`config.mk`:
```
export PLATFORM = sky130hd
export DESIGN_NAME = codif_morse
export DESIGN_NICKNAME = d
export VERILOG_FILES = /design/src/rtl/codif_morse_pkg.sv /design/src/rtl/codif_morse_lamp.sv /design/src/rtl/codif_morse.sv
export SDC_FILE = /design/constraint.sdc
export NUM_CORES = 1
export LEC_CHECK = 0
export CAP_MARGIN = 20
export CORE_MARGIN = 2
export CORE_UTILIZATION = 42
export CTS_CLUSTER_SIZE = 30
export DETAILED_ROUTE_END_ITERATION = 6
export PLACE_DENSITY = 0.76
export SYNTH_ARGS = -nofsm -noshare
export SYNTH_HDL_FRONTEND = slang
export SYNTH_SLANG_ARGS = --single-unit
```
`constraint.sdc`:
```
create_clock -name clk -period 4.7 [get_ports clk]
set_clock_uncertainty 0.05 [all_clocks]
set_input_delay 0.94 -clock clk [delete_from_list [all_inputs] [get_ports clk]]
set_output_delay 0.94 -clock clk [all_outputs]
set_load 0.05 [all_outputs]
```
`src/rtl/codif_morse_pkg.sv`:
```
// codif_morse_pkg -- shared constants, entry type and the ITU Morse lookup
// for the codif_morse encoder.
//
// Contents:
//   NUM_W, SYM_W, MAX_CODE  widths and highest valid character code
//   morse_entry_t           symbol pattern (1 = dash) plus used-position mask
//   morse_lookup()          36-entry table. Codes 0-9 are digits. Codes 10-35 are A-Z.
//                           Any other code returns an all-zero entry.
// Symbols are left-aligned: the first symbol sits at bit SYM_W-1.
package codif_morse_pkg;

    localparam int NUM_W    = 6;
    localparam int SYM_W    = 5;
    localparam int MAX_CODE = 35;

    typedef struct packed {
        logic [SYM_W-1:0] pattern;  // 1 = dash, 0 = dot or unused
        logic [SYM_W-1:0] mask;     // 1 = a symbol exists at this position
    } morse_entry_t;

    function automatic morse_entry_t morse_lookup(input logic [NUM_W-1:0] code);
        morse_entry_t e;
        e = '0;
        case (code)
            // digits: {pattern, mask}
            6'd0:  e = {5'b11111, 5'b11111};  // -----
            6'd1:  e = {5'b01111, 5'b11111};  // .----
            6'd2:  e = {5'b00111, 5'b11111};  // ..---
            6'd3:  e = {5'b00011, 5'b11111};  // ...--
            6'd4:  e = {5'b00001, 5'b11111};  // ....-
            6'd5:  e = {5'b00000, 5'b11111};  // .....
            6'd6:  e = {5'b10000, 5'b11111};  // -....
            6'd7:  e = {5'b11000, 5'b11111};  // --...
            6'd8:  e = {5'b11100, 5'b11111};  // ---..
            6'd9:  e = {5'b11110, 5'b11111};  // ----.
            // letters
            6'd10: e = {5'b01000, 5'b11000};  // A .-
            6'd11: e = {5'b10000, 5'b11110};  // B -...
            6'd12: e = {5'b10100, 5'b11110};  // C -.-.
            6'd13: e = {5'b10000, 5'b11100};  // D -..
            6'd14: e = {5'b00000, 5'b10000};  // E .
            6'd15: e = {5'b00100, 5'b11110};  // F ..-.
            6'd16: e = {5'b11000, 5'b11100};  // G --.
            6'd17: e = {5'b00000, 5'b11110};  // H ....
            6'd18: e = {5'b00000, 5'b11000};  // I ..
            6'd19: e = {5'b01110, 5'b11110};  // J .---
            6'd20: e = {5'b10100, 5'b11100};  // K -.-
            6'd21: e = {5'b01000, 5'b11110};  // L .-..
            6'd22: e = {5'b11000, 5'b11000};  // M --
            6'd23: e = {5'b10000, 5'b11000};  // N -.
            6'd24: e = {5'b11100, 5'b11100};  // O ---
            6'd25: e = {5'b01100, 5'b11110};  // P .--.
            6'd26: e = {5'b11010, 5'b11110};  // Q --.-
            6'd27: e = {5'b01000, 5'b11100};  // R .-.
            6'd28: e = {5'b00000, 5'b11100};  // S ...
            6'd29: e = {5'b10000, 5'b10000};  // T -
            6'd30: e = {5'b00100, 5'b11100};  // U ..-
            6'd31: e = {5'b00010, 5'b11110};  // V ...-
            6'd32: e = {5'b01100, 5'b11100};  // W .--
            6'd33: e = {5'b10010, 5'b11110};  // X -..-
            6'd34: e = {5'b10110, 5'b11110};  // Y -.--
            6'd35: e = {5'b11000, 5'b11110};  // Z --..
            default: e = '0;                  // invalid code: blank
        endcase
        return e;
    endfunction

endpackage

```
`src/rtl/codif_morse_lamp.sv`:
```
// morse_lamp_split -- purely combinational split of a registered Morse
// pattern into dot and dash lamp drives.
//
// Ports:
//   morse   [SYM_W-1:0] in   pattern (1 = dash)
//   display [SYM_W-1:0] in   used-position mask
//   ponto   [SYM_W-1:0] out  dot lamps  = display & ~morse
//   traco   [SYM_W-1:0] out  dash lamps = display &  morse
// Both lamps are gated by display. A position can light as a dot or as a dash, never as both.
module morse_lamp_split
    import codif_morse_pkg::*;
(
    input  logic [SYM_W-1:0] morse,
    input  logic [SYM_W-1:0] display,
    output logic [SYM_W-1:0] ponto,
    output logic [SYM_W-1:0] traco
);

    genvar gi;
    generate
        for (gi = 0; gi < SYM_W; gi++) begin : g_lamp
            assign ponto[gi] = display[gi] & ~morse[gi];
            assign traco[gi] = display[gi] &  morse[gi];
        end
    endgenerate

endmodule

```
`src/rtl/codif_morse.sv`:
```
// codif_morse -- registered character-to-Morse encoder.
//
// On each rising edge where ready=1, the table entry for num is loaded into morse and display.
// The outputs are valid one clock later. Holding ready high reloads the outputs every cycle.
// When ready=0, the outputs hold. An invalid code (num > MAX_CODE) blanks every output.
// reset is synchronous, active-high and has priority over ready.
//
// Ports:
//   clk                  in   clock
//   reset                in   synchronous active-high reset
//   num     [NUM_W-1:0]  in   character code (0-9 digits, 10-35 A-Z)
//   ready                in   load strobe
//   morse   [SYM_W-1:0]  out  pattern, 1 = dash, first symbol at MSB
//   display [SYM_W-1:0]  out  used-position mask
//   ponto   [SYM_W-1:0]  out  dot lamps
//   traco   [SYM_W-1:0]  out  dash lamps
//   err                  out  only when CODIF_MORSE_ERR_EN is defined. Registered.
//                             Set by loading an invalid code and cleared by loading a valid one.
module codif_morse
    import codif_morse_pkg::*;
(
    input  logic             clk,
    input  logic             reset,
    input  logic [NUM_W-1:0] num,
    input  logic             ready,
    output logic [SYM_W-1:0] morse,
    output logic [SYM_W-1:0] display,
    output logic [SYM_W-1:0] ponto,
    output logic [SYM_W-1:0] traco
`ifdef CODIF_MORSE_ERR_EN
    ,
    output logic             err
`endif
);

    morse_entry_t     entry_next;
    logic [SYM_W-1:0] morse_reg;
    logic [SYM_W-1:0] display_reg;

    always_comb begin
        entry_next = morse_lookup(num);
    end

    always_ff @(posedge clk) begin
        if (reset) begin
            morse_reg   <= '0;
            display_reg <= '0;
        end else if (ready) begin
            morse_reg   <= entry_next.pattern;
            display_reg <= entry_next.mask;
        end
    end

    assign morse   = morse_reg;
    assign display = display_reg;

    morse_lamp_split u_lamp (
        .morse   (morse_reg),
        .display (display_reg),
        .ponto   (ponto),
        .traco   (traco)
    );

`ifdef CODIF_MORSE_ERR_EN
    logic err_reg;
    logic err_next;

    always_comb begin
        err_next = (num > NUM_W'(MAX_CODE));
    end

    always_ff @(posedge clk) begin
        if (reset) begin
            err_reg <= 1'b0;
        end else if (ready) begin
            err_reg <= err_next;
        end
    end

    assign err = err_reg;
`endif

endmodule

```
# [Word-level counts from Yosys, hierarchy flattened]
# Memories as Yosys holds them, arrays and structs flattened. A register that Yosys moved wholly into a read port is not among the register bits.
# Cells that the tools add are included.
[totals] register_bits=0 latch_bits=0 ram_bits=0 mem_bits_ro=640 inputBits=9 output_inout_bits=20 mem_count=1
[op_classes] addsub=0 n_mul=0 div=0 order_cmp=0 n_eq_ne=0 shift=0 n_mux=0 n_bitwise=15 reduce_logical=0
[memory_table] name="(name not given)" depth=64 width=10 read_ports=1 rd_ports_with_merged_regs=1 write_ports=0 line="codif_morse_pkg.sv:24" text="case (code)"
[op_table] op="$and A1 B1 Y1" n=10
[op_table] op="$not A1 Y1" n=5

# [Logic depth before layout (Yosys ltp)]
# Gate-level depths: netlist of run 1.
[logic_depth] word_depth=2 mapped_depth=6 mapped_depth_nobuf=6

# [By module]
# A second synthesis of run 1 with hierarchy kept.
[hier_totals] cells_unflattened=118 hier_area_um2=917.1
[modules_own_cells] mod="codif_morse" n_inst=1 cells_per_inst=108 area_per_inst_um2=854.6
[modules_own_cells] mod="morse_lamp_split" n_inst=1 cells_per_inst=10 area_per_inst_um2=62.6

# [Worst setup path after synthesis of run 1]
# Ideal clock, no wire load.
[synth_path] kind="reg2out" from="reg display_reg[0] (netlist: display[0])" to="out ponto[0]" arrival_ps=1421 path_slack_ps=2289 stages_incl_launch_ff=2 path_buffers=0 cell_sequence="dfxtp_1 nor2b_1"
[synth_between] elab_chain_cells=1
[synth_lines] item="start: declaration" line="codif_morse.sv:38" text="logic [SYM_W-1:0] display_reg;"
[synth_lines] item="$and A1 B1 Y1" line="codif_morse_lamp.sv:22" text="assign ponto[gi] = display[gi] & ~morse[gi];"
[synth_lines] item="end: declaration" line="codif_morse.sv:28" text="output logic [SYM_W-1:0] ponto,"
# No other way between the ends.

==> PnR_summary.wiki, run 1 <==
{| class="wikitable"
! Metric !! Value
|-
| Antenna diode instance count || 0
|-
| Post-route DRC violation count || 0
|-
| Leakage power summed over all cells || 0.455 nW
|-
| Prevailing post-synth register cell || sky130_fd_sc_hd__dfxtp_1
|-
| Part of the Yosys area used for sequential elements || 0.227
|-
| Most numerous cell types in the synthesized netlist || sky130_fd_sc_hd__a21oi_1, sky130_fd_sc_hd__dfxtp_1, sky130_fd_sc_hd__nor2b_1
|-
| Insertion delay of the later-clocked pin in the worst-skew pair || 0.26 ns
|-
| Number of distinct library cells after synthesis || 41
|-
| Worst path required time || 4.86 ns
|-
| Post-synth EDFFs || 0
|-
| Chip Height || 49.9 um
|-
| Period utilization || 0.588
|-
| Clock buffer count from CTS || 3
|-
| Met2 Track Usage GR || 0.340
|-
| VDD IR max || 0.000218 V
|-
| Endpoint arrival time on the critical path || 2.93 ns
|-
| RSZ-0062 raised after global routing || no
|-
| Global route hottest layer || met2
|-
| Final setup violation count || 0
|-
| Number of core rows || 16
|-
| Layout cell share with drive strength beyond 1 || 0.0584
|-
| Number of optimization iterations in the first detailed-route pass || 4
|-
| Max Fclk || 0.362 GHz
|-
| FF+latch count, synth || 10
|-
| Share of the synthesized area in the top cell type || 0.227
|-
| Total wire length || 2210 um
|-
| Remaining global-route overflow || 0
|-
| Total of max-cap violations || 0
|-
| Number of H-tree levels || 1
|-
| Buffer levels on the longest clock path || 2
|-
| Post-DR vias/cell || 5.71
|-
| Number of nets in the synthesized netlist || 128
|-
| Status || complete, no violations
|-
| Area growth from synthesis to layout || 33.6%
|-
| Endpoint type of the worst setup path || register
|-
| Async set or reset register ratio after synthesis || 0
|-
| TritonCTS sink count || 10
|-
| Transition time of the tightest slew-check pin || 0.648 ns
|-
| Total negative slack for setup checks || 0 ns
|-
| Worst R2R Setup Slack || 3.89 ns
|-
| Number of buffers added for setup after CTS || 0
|-
| Number of I/O port buffers || 28
|-
| Minimum period implied by the final worst setup slack || 2.77 ns
|-
| Routed wire per std cell || 13.5 um
|-
| Global-route met3 utilization || 0.0545
|-
| Critical setup path kind || in2reg
|-
| Root Driver || sky130_fd_sc_hd__clkbuf_4
|-
| Number of hold violations in the final report || 0
|-
| Starting Density || 0.446
|-
| Initial drt markers || 16
|-
| Critical path peak fanout || 10
|-
| Die ar. || 0.00249 mm^2
|-
| Initial antenna violation count || 0
|-
| CTS-repair resized insts || 0
|-
| Number of cells produced by synthesis || 113
|-
| Post-detailed-placement half-perimeter wirelength || 1680 um
|-
| Met1 GRT Util || 0.256
|-
| Mean cell area of the mapped netlist || 7.82 um^2
|-
| Min Hold Slack || 0.443 ns
|-
| Pwr/cell area || 208 mW/mm^2
|-
| Final Max Slew Viols || 0
|-
| Post-synthesis instance area || 883 um^2
|-
| Via count of the first global-routing pass || 844
|-
| Hold/Removal Path Class || reg2reg
|-
| Largest net degree at the start of global routing || 21
|-
| Boundary pin count || 29
|-
| Top post-synthesis cells by area || sky130_fd_sc_hd__dfxtp_1, sky130_fd_sc_hd__ha_1, sky130_fd_sc_hd__nor2b_1, sky130_fd_sc_hd__a21oi_1, sky130_fd_sc_hd__and2_1
|-
| Die W || 49.9 um
|-
| Final Net Count || 154
|-
| Setup crit start kind || input port
|-
| Clock tree from TritonCTS || yes
|-
| Vias || 936
|-
| Std-Cell Core Area || 0.00198 mm^2
|-
| Max transition margin || 0.566
|-
| Overall fraction of global-route tracks in use || 0.199
|-
| Total number of yosys warnings || 0
|-
| Clock edge transition at the registers on the reported setup and hold paths || 0.06 ns
|-
| Hold buffers post-CTS || 0
|-
| Antenna Violating Nets Remaining || 0
|-
| Routability congestion estimate || 0.870
|-
| Cell accounting for the most synthesized area || sky130_fd_sc_hd__dfxtp_1
|-
| First-pass GRT wire length || 3920 um
|}
## critical path, cell delays in order
cell and delay [ns]:
sky130_fd_sc_hd__clkdlybuf4s50_1 0.66, sky130_fd_sc_hd__inv_1 0.15, sky130_fd_sc_hd__ha_1 0.25, sky130_fd_sc_hd__and2_4 0.15, sky130_fd_sc_hd__or3_1 0.34, sky130_fd_sc_hd__a311o_1 0.36
sky130_fd_sc_hd__nand2_1 0.07
## per-layer routing
layer  routed length [um]  vias to the layer above
li1                     -                      456
met3                  115                        2
met4                   17                        0
met2                 1130                       31
met1                  947                      447
met5                    0                        -
## per-stage QoR
| step | area, um^2 | cells | setup slack [ns] | util | power, mW |
|---|---|---|---|---|---|
| floorplan | 883 | 113 | 2.29 | - | 0.161 |
| global placement | 1160 | 161 | 1.73 | 0.584 | 0.189 |
| detailed placement | 1160 | 161 | 1.68 | 0.584 | 0.190 |
| CTS | 1180 | 164 | 1.96 | 0.595 | 0.247 |
| global route | 1180 | 164 | 1.83 | 0.595 | 0.261 |
| finish | 1180 | 164 | 1.93 | 0.595 | 0.246 |
## cell families after synthesis
kind of cell               after synthesis  synth area share
muxes                                    5            0.0722
adders and majority gates                6            0.0850
AOI/OAI and AO/OA                       34             0.251
and+or+nand+nor                         43             0.275
DFF                                     10             0.227
xor gates and xnor gates                 2            0.0198
buffers and inverters                   13            0.0708
## layout make-up
class	count	area (um^2)
well taps	27	33.8
flip-flops and latches	10	200
inverters	6	22.5
multi-input cells	90	621
fillers	180	802
clock buffers	3	22.5
repair buffers	28	280
## layout by cell type (no fill, tap or decap), drive strengths merged, types with 2 or more instances in the layout
cell	instances
a21oi	10
a22oi	4
and2	6
clkbuf	3
clkdlybuf4s50	28
dfxtp	10
ha	6
inv	5
mux2i	3
nand2	7
nand2b	3
nand3	4
nor2	6
nor2b	9
nor3	2
o211a	2
o21ai	7
o22ai	2
or3	3
## final timing paths
check | startpoint | endpoint | cells past startpoint
hold / removal | display[3]$_SDFFE_PP0P_ | display[3]$_SDFFE_PP0P_ | 2
setup / recovery | num[1] | morse[4]$_SDFFE_PP0P_ | 7
hold reg to reg | display[3]$_SDFFE_PP0P_ | display[3]$_SDFFE_PP0P_ | 2
setup reg to reg | morse[2]$_SDFFE_PP0P_ | morse[2]$_SDFFE_PP0P_ | 2
## report_power, final
| group | switching, mW | internal, mW | leakage [nW] | total, mW |
|---|---|---|---|---|
| Combinational | 0.0587 | 0.0371 | 0.359 | 0.0958 |
| Clock | 0.0275 | 0.0295 | 0.0138 | 0.0571 |
| Sequential | 0.00367 | 0.0891 | 0.0818 | 0.0928 |
(Power assumes the default switching activity.)
==> run 2: changes to the inputs <==
==> constraint.sdc (replaced) <==
create_clock -name clk -period 2.9 [get_ports clk]
set_clock_uncertainty 0.05 [all_clocks]
set_input_delay 0.58 -clock clk [delete_from_list [all_inputs] [get_ports clk]]
set_output_delay 0.58 -clock clk [all_outputs]
set_load 0.05 [all_outputs]
==> run 2 against run 1 <==
Cell count rose by 2.4%. Clock power rose by 63%. Total power rose by 64%. Critical path type unchanged. Critical endpoint is now display[1]$_SDFFE_PP0P_.
==> PnR_summary.wiki, run 2 (synthesis results as in run 1) <==
{| class="wikitable"
! Metric !! Value
|-
| Status || complete, no violations
|-
| Initial drt markers || 33
|-
| Number of buffers added for setup after CTS || 0
|-
| P_sw || 0.147 mW
|-
| VDD IR max || 0.000298 V
|-
| Overall fraction of global-route tracks in use || 0.208
|-
| Commonest non-fill, non-tap cells in the layout || sky130_fd_sc_hd__clkdlybuf4s50_1, sky130_fd_sc_hd__a21oi_1, sky130_fd_sc_hd__dfxtp_1, sky130_fd_sc_hd__nor2b_1, sky130_fd_sc_hd__nand2_1
|-
| CTS-repair resized insts || 0
|-
| TritonCTS sink count || 10
|-
| Number of H-tree levels || 1
|-
| Endpoint arrival time on the critical path || 2.42 ns
|-
| Number of I/O port buffers || 28
|-
| Critical setup path kind || in2reg
|-
| Capturing instance or port of the critical path || display[1]$_SDFFE_PP0P_
|-
| Largest net degree at the start of global routing || 13
|-
| RSZ-0062 raised after global routing || no
|-
| Total power || 0.403 mW
|-
| Max Fclk || 0.428 GHz
|-
| Total negative slack for setup checks || 0 ns
|-
| Met1 GRT Util || 0.265
|-
| Die ar. || 0.00249 mm^2
|-
| Pwr/cell area || 333 mW/mm^2
|-
| Boundary pin count || 29
|-
| Final setup violation count || 0
|-
| Vias || 966
|-
| Starting Density || 0.446
|-
| Clock buffer count from CTS || 3
|-
| Cell-by-cell trace of the critical path || clkdlybuf4s50_1 > inv_1 > ha_1 > mux4_2 > a21oi_1 > o22ai_1
|-
| Clock group share of total power || 0.231
|-
| Total wire length || 2280 um
|-
| Setup crit start kind || input port
|-
| Post-Route Utilization || 0.610
|-
| Crit. Startpoint || num[0]
|-
| Worst R2R Setup Slack || 2.06 ns
|-
| Endpoint type of the worst setup path || register
|-
| Switching part of the total power || 0.365
|-
| Critical path peak fanout || 6
|-
| Minimum period implied by the final worst setup slack || 2.33 ns
|-
| Global-route met3 utilization || 0.0545
|-
| Post-DR vias/cell || 5.75
|-
| Number of hold violations in the final report || 0
|-
| Delay of the slowest critical-path stage || 0.58 ns
|-
| Met2 Track Usage GR || 0.356
|-
| FF-to-FF path depth || 2
|-
| Sequential share of power || 0.373
|-
| Transition time of the tightest slew-check pin || 0.506 ns
|-
| Remaining global-route overflow || 0
|-
| Die W || 49.9 um
|-
| Worst reg2reg endpoint || morse[2]$_SDFFE_PP0P_
|-
| Chip Height || 49.9 um
|-
| Most common cell after layout, fill and taps aside || sky130_fd_sc_hd__clkdlybuf4s50_1
|-
| Number of optimization iterations in the first detailed-route pass || 4
|-
| Initial antenna violation count || 0
|-
| Insertion delay of the later-clocked pin in the worst-skew pair || 0.26 ns
|-
| Hold buffers post-CTS || 0
|-
| Antenna Violating Nets Remaining || 0
|-
| Root Driver || sky130_fd_sc_hd__clkbuf_4
|-
| Layout cell share with drive strength beyond 1 || 0.0851
|-
| Final Max Slew Viols || 0
|-
| Gate power share || 0.396
|-
| Antenna diode instance count || 0
|-
| Filler Cells Inserted || 177
|-
| Internal Pwr Total || 0.256 mW
|-
| Area growth from synthesis to layout || 37.0%
|-
| Via count of the first global-routing pass || 892
|-
| Total of max-cap violations || 0
|-
| Leakage power summed over all cells || 0.474 nW
|-
| Routed wire per std cell || 13.6 um
|-
| Clock edge transition at the registers on the reported setup and hold paths || 0.06 ns
|-
| Routability congestion estimate || 0.892
|-
| Clock tree from TritonCTS || yes
|-
| Std-Cell Core Area || 0.00198 mm^2
|-
| Cell at the slowest stage of the critical path || sky130_fd_sc_hd__clkdlybuf4s50_1
|-
| Final Net Count || 158
|-
| Startpoint of the most critical register-to-register path || morse[2]$_SDFFE_PP0P_
|-
| Global route hottest layer || met2
|-
| Number of core rows || 16
|-
| Post-route DRC violation count || 0
|-
| Hold/Removal Path Class || reg2reg
|-
| Post-detailed-placement half-perimeter wirelength || 1750 um
|-
| Buffer levels on the longest clock path || 2
|-
| First-pass GRT wire length || 4040 um
|-
| Max transition margin || 0.661
|-
| Period utilization || 0.805
|-
| Worst path required time || 2.98 ns
|}
==> run 2: cell count changes in the layout (fill, tap and decap cells not counted), sizes merged <==
cell  before  now
buf        0    4
==> run 2: power by group through the flow <==
stage               Sequential [mW]  Clock, mW  Combinational [mW]
finish                        0.150     0.0930               0.160
global route                  0.152      0.104               0.172
detailed placement            0.154          0               0.159
CTS                           0.151     0.0943               0.159
global placement              0.153          0               0.156
floorplan                     0.177          0              0.0835
==> run 2: per-layer routing <==
| layer | wire length [um] | share of wire | vias up |
|---|---|---|---|
| met5 | 0 | 0 | - |
| met4 | 0 | 0 | 0 |
| met3 | 184 | 0.081 | 0 |
| met2 | 1160 | 0.51 | 53 |
| met1 | 934 | 0.41 | 450 |
| li1 | - | - | 463 |
==> run 2: metrics by stage <==
step / hold WS, ns / instance area [um^2] / worst slack (ns) / instances
6_report: 0.435 / 1210 / 0.565 / 168
5_1_grt: 0.488 / 1210 / 0.478 / 168
4_1_cts: 0.448 / 1210 / 0.590 / 168
3_5_place_dp: 0.436 / 1190 / 0.321 / 165
3_3_place_gp: 0.428 / 1190 / 0.374 / 165
2_1_floorplan: 0.653 / 883 / 0.849 / 113
==> run 2: worst min path at each step <==
| stage | startpoint | end | slack, ns | cells past startpoint |
|---|---|---|---|---|
| finish | display[3]$_SDFFE_PP0P_ | display[3]$_SDFFE_PP0P_ | 0.43 | 2 |
| global route | display[3]$_SDFFE_PP0P_ | display[3]$_SDFFE_PP0P_ | 0.49 | 2 |
| CTS | display[3]$_SDFFE_PP0P_ | display[3]$_SDFFE_PP0P_ | 0.45 | 2 |
| detailed placement | display[3]$_SDFFE_PP0P_ | display[3]$_SDFFE_PP0P_ | 0.44 | 2 |
| global placement | display[2]$_SDFFE_PP0P_ | display[2]$_SDFFE_PP0P_ | 0.43 | 2 |
| floorplan | display[2]$_SDFFE_PP0P_ | display[2]$_SDFFE_PP0P_ | 0.65 | 2 |
==> run 2: critical path: cells and delay by family <==
family	cells	cell delay, ns
muxes	1	0.47
buffers and inverters	2	0.71
adders and majority gates	1	0.38
AOI/OAI and AO/OA	2	0.28
==> run 2: area by class of cell <==
class / instances / area, um^2 / area share
Clock buffer: 3 / 22.5 / 0.0186
Inverter: 6 / 22.5 / 0.0186
Multi-Input combinational cell: 90 / 621 / 0.513
Sequential cell: 10 / 200 / 0.165
Tap cell: 27 / 33.8 / 0.0279
Timing Repair Buffer: 32 / 310 / 0.256
==> run 3: changes to the inputs <==
==> constraint.sdc (replaced) <==
create_clock -name clk -period 2.15 [get_ports clk]
set_clock_uncertainty 0.05 [all_clocks]
set_input_delay 0.43 -clock clk [delete_from_list [all_inputs] [get_ports clk]]
set_output_delay 0.43 -clock clk [all_outputs]
set_load 0.05 [all_outputs]
==> run 3 against run 2 <==
Total power increased by 38%. Critical path type is now reg2out. Sequential power rose by 35%. Critical endpoint is now ponto[1]. Combinational power increased by 47%.
==> PnR_summary.wiki, run 3 (synthesis results as in run 1) <==
{| class="wikitable"
! Metric !! Value
|-
| Max Fclk || 0.485 GHz
|-
| Minimum period implied by the final worst setup slack || 2.06 ns
|-
| Die ar. || 0.00249 mm^2
|-
| Remaining global-route overflow || 0
|-
| Via count of the first global-routing pass || 907
|-
| Most common cell after layout, fill and taps aside || sky130_fd_sc_hd__clkdlybuf4s50_1
|-
| Number of I/O port buffers || 28
|-
| Starting Density || 0.446
|-
| Routability congestion estimate || 0.858
|-
| Total power || 0.558 mW
|-
| Cell-by-cell trace of the critical path || nor2b_1 > clkdlybuf4s50_1
|-
| Vias || 1005
|-
| Final setup violation count || 0
|-
| Buffer levels on the longest clock path || 2
|-
| Die W || 49.9 um
|-
| Pwr/cell area || 431 mW/mm^2
|-
| Root Driver || sky130_fd_sc_hd__clkbuf_4
|-
| Clock edge transition at the registers on the reported setup and hold paths || 0.06 ns
|-
| Status || complete, no violations
|-
| Chip Height || 49.9 um
|-
| Post-DR vias/cell || 5.61
|-
| Boundary pin count || 29
|-
| Endpoint arrival time on the critical path || 1.58 ns
|-
| RSZ-0062 raised after global routing || no
|-
| Post-Route Utilization || 0.653
|-
| Number of core rows || 16
|-
| Cell at the slowest stage of the critical path || sky130_fd_sc_hd__clkdlybuf4s50_1
|-
| Hold buffers post-CTS || 0
|-
| Antenna Violating Nets Remaining || 0
|-
| Routed wire per std cell || 13.7 um
|-
| Final WS setup || 0.0887 ns
|-
| Worst path required time || 1.67 ns
|-
| Post-detailed-placement half-perimeter wirelength || 1940 um
|-
| Clock buffer count from CTS || 3
|-
| Std-Cell Core Area || 0.00198 mm^2
|-
| Number of H-tree levels || 1
|-
| Clock tree from TritonCTS || yes
|-
| Number of optimization iterations in the first detailed-route pass || 4
|-
| Area growth from synthesis to layout || 46.6%
|-
| Final cell count without fillers || 179
|-
| Setup crit start kind || register
|-
| Final Net Count || 169
|-
| CTS-repair resized insts || 0
|-
| Post-route DRC violation count || 0
|-
| Hold/Removal Path Class || reg2reg
|-
| Leakage power summed over all cells || 0.546 nW
|-
| Commonest non-fill, non-tap cells in the layout || sky130_fd_sc_hd__clkdlybuf4s50_1, sky130_fd_sc_hd__buf_4, sky130_fd_sc_hd__a21oi_1, sky130_fd_sc_hd__dfxtp_1, sky130_fd_sc_hd__nor2b_1
|-
| Initial drt markers || 45
|-
| Number of hold violations in the final report || 0
|-
| Place WS || -0.135 ns
|-
| Initial antenna violation count || 0
|-
| Final Max Slew Viols || 0
|-
| Largest net degree at the start of global routing || 13
|-
| Overall fraction of global-route tracks in use || 0.215
|-
| Antenna diode instance count || 0
|-
| Critical setup path kind || reg2out
|-
| Total wire length || 2460 um
|-
| Delay of the slowest critical-path stage || 0.81 ns
|-
| TritonCTS sink count || 10
|-
| Total of max-cap violations || 0
|-
| Insertion delay of the later-clocked pin in the worst-skew pair || 0.25 ns
|-
| Layout cell share with drive strength beyond 1 || 0.151
|-
| First-pass GRT wire length || 4180 um
|-
| Critical path peak fanout || 4
|-
| Endpoint type of the worst setup path || output pin
|-
| Number of buffers added for setup after CTS || 0
|-
| Transition time of the tightest slew-check pin || 0.508 ns
|-
| Period utilization || 0.959
|-
| VDD IR max || 0.000470 V
|-
| Placed Instances || 176
|-
| Max transition margin || 0.660
|}
[run 3: layout make-up]
class                      count  area [um^2]
clock buffer                   3         22.5
fill                         163          687
inverter                       6         22.5
multi-input combinational     90          621
sequential                    10          200
tap                           27         33.8
timing repair buffer          43          395
[run 3: critical path: cells and delay by family (launching register included)]
kind	cells	cell delay, ns
and+or+nand+nor	1	0.14
DFF	1	0.37
buffers and inverters	1	0.81
[run 3: stage by stage]
stage / TNS [ns] / hold WS (ns) / instance area, um^2
global route: 0 / 0.478 / 1290
floorplan: 0 / 0.567 / 883
CTS: 0 / 0.435 / 1290
detailed placement: -0.356 / 0.426 / 1270
global placement: -0.218 / 0.426 / 1270
finish: 0 / 0.433 / 1290
[run 3: report_power, final]
group / leakage (nW) / switching, mW / internal, mW
Clock: 0.0138 / 0.0559 / 0.0642
Combinational: 0.450 / 0.135 / 0.0992
Sequential: 0.0818 / 0.00847 / 0.195
[run 3: final timing paths]
check | start | endpoint | slack, ns | depth (start not counted)
min | display[2]$_SDFFE_PP0P_ | display[2]$_SDFFE_PP0P_ | 0.43 | 2
max | display[1]$_SDFFE_PP0P_ | ponto[1] | 0.09 | 2
min reg2reg | display[2]$_SDFFE_PP0P_ | display[2]$_SDFFE_PP0P_ | 0.43 | 2
max reg2reg | morse[2]$_SDFFE_PP0P_ | morse[2]$_SDFFE_PP0P_ | 1.34 | 2
[run 3: routing by layer]
metal / global-route usage / part of all wire
met5: 0 / 0
met4: 0.0278 / 0
met3: 0.0576 / 0.068
met2: 0.362 / 0.50
met1: 0.280 / 0.43
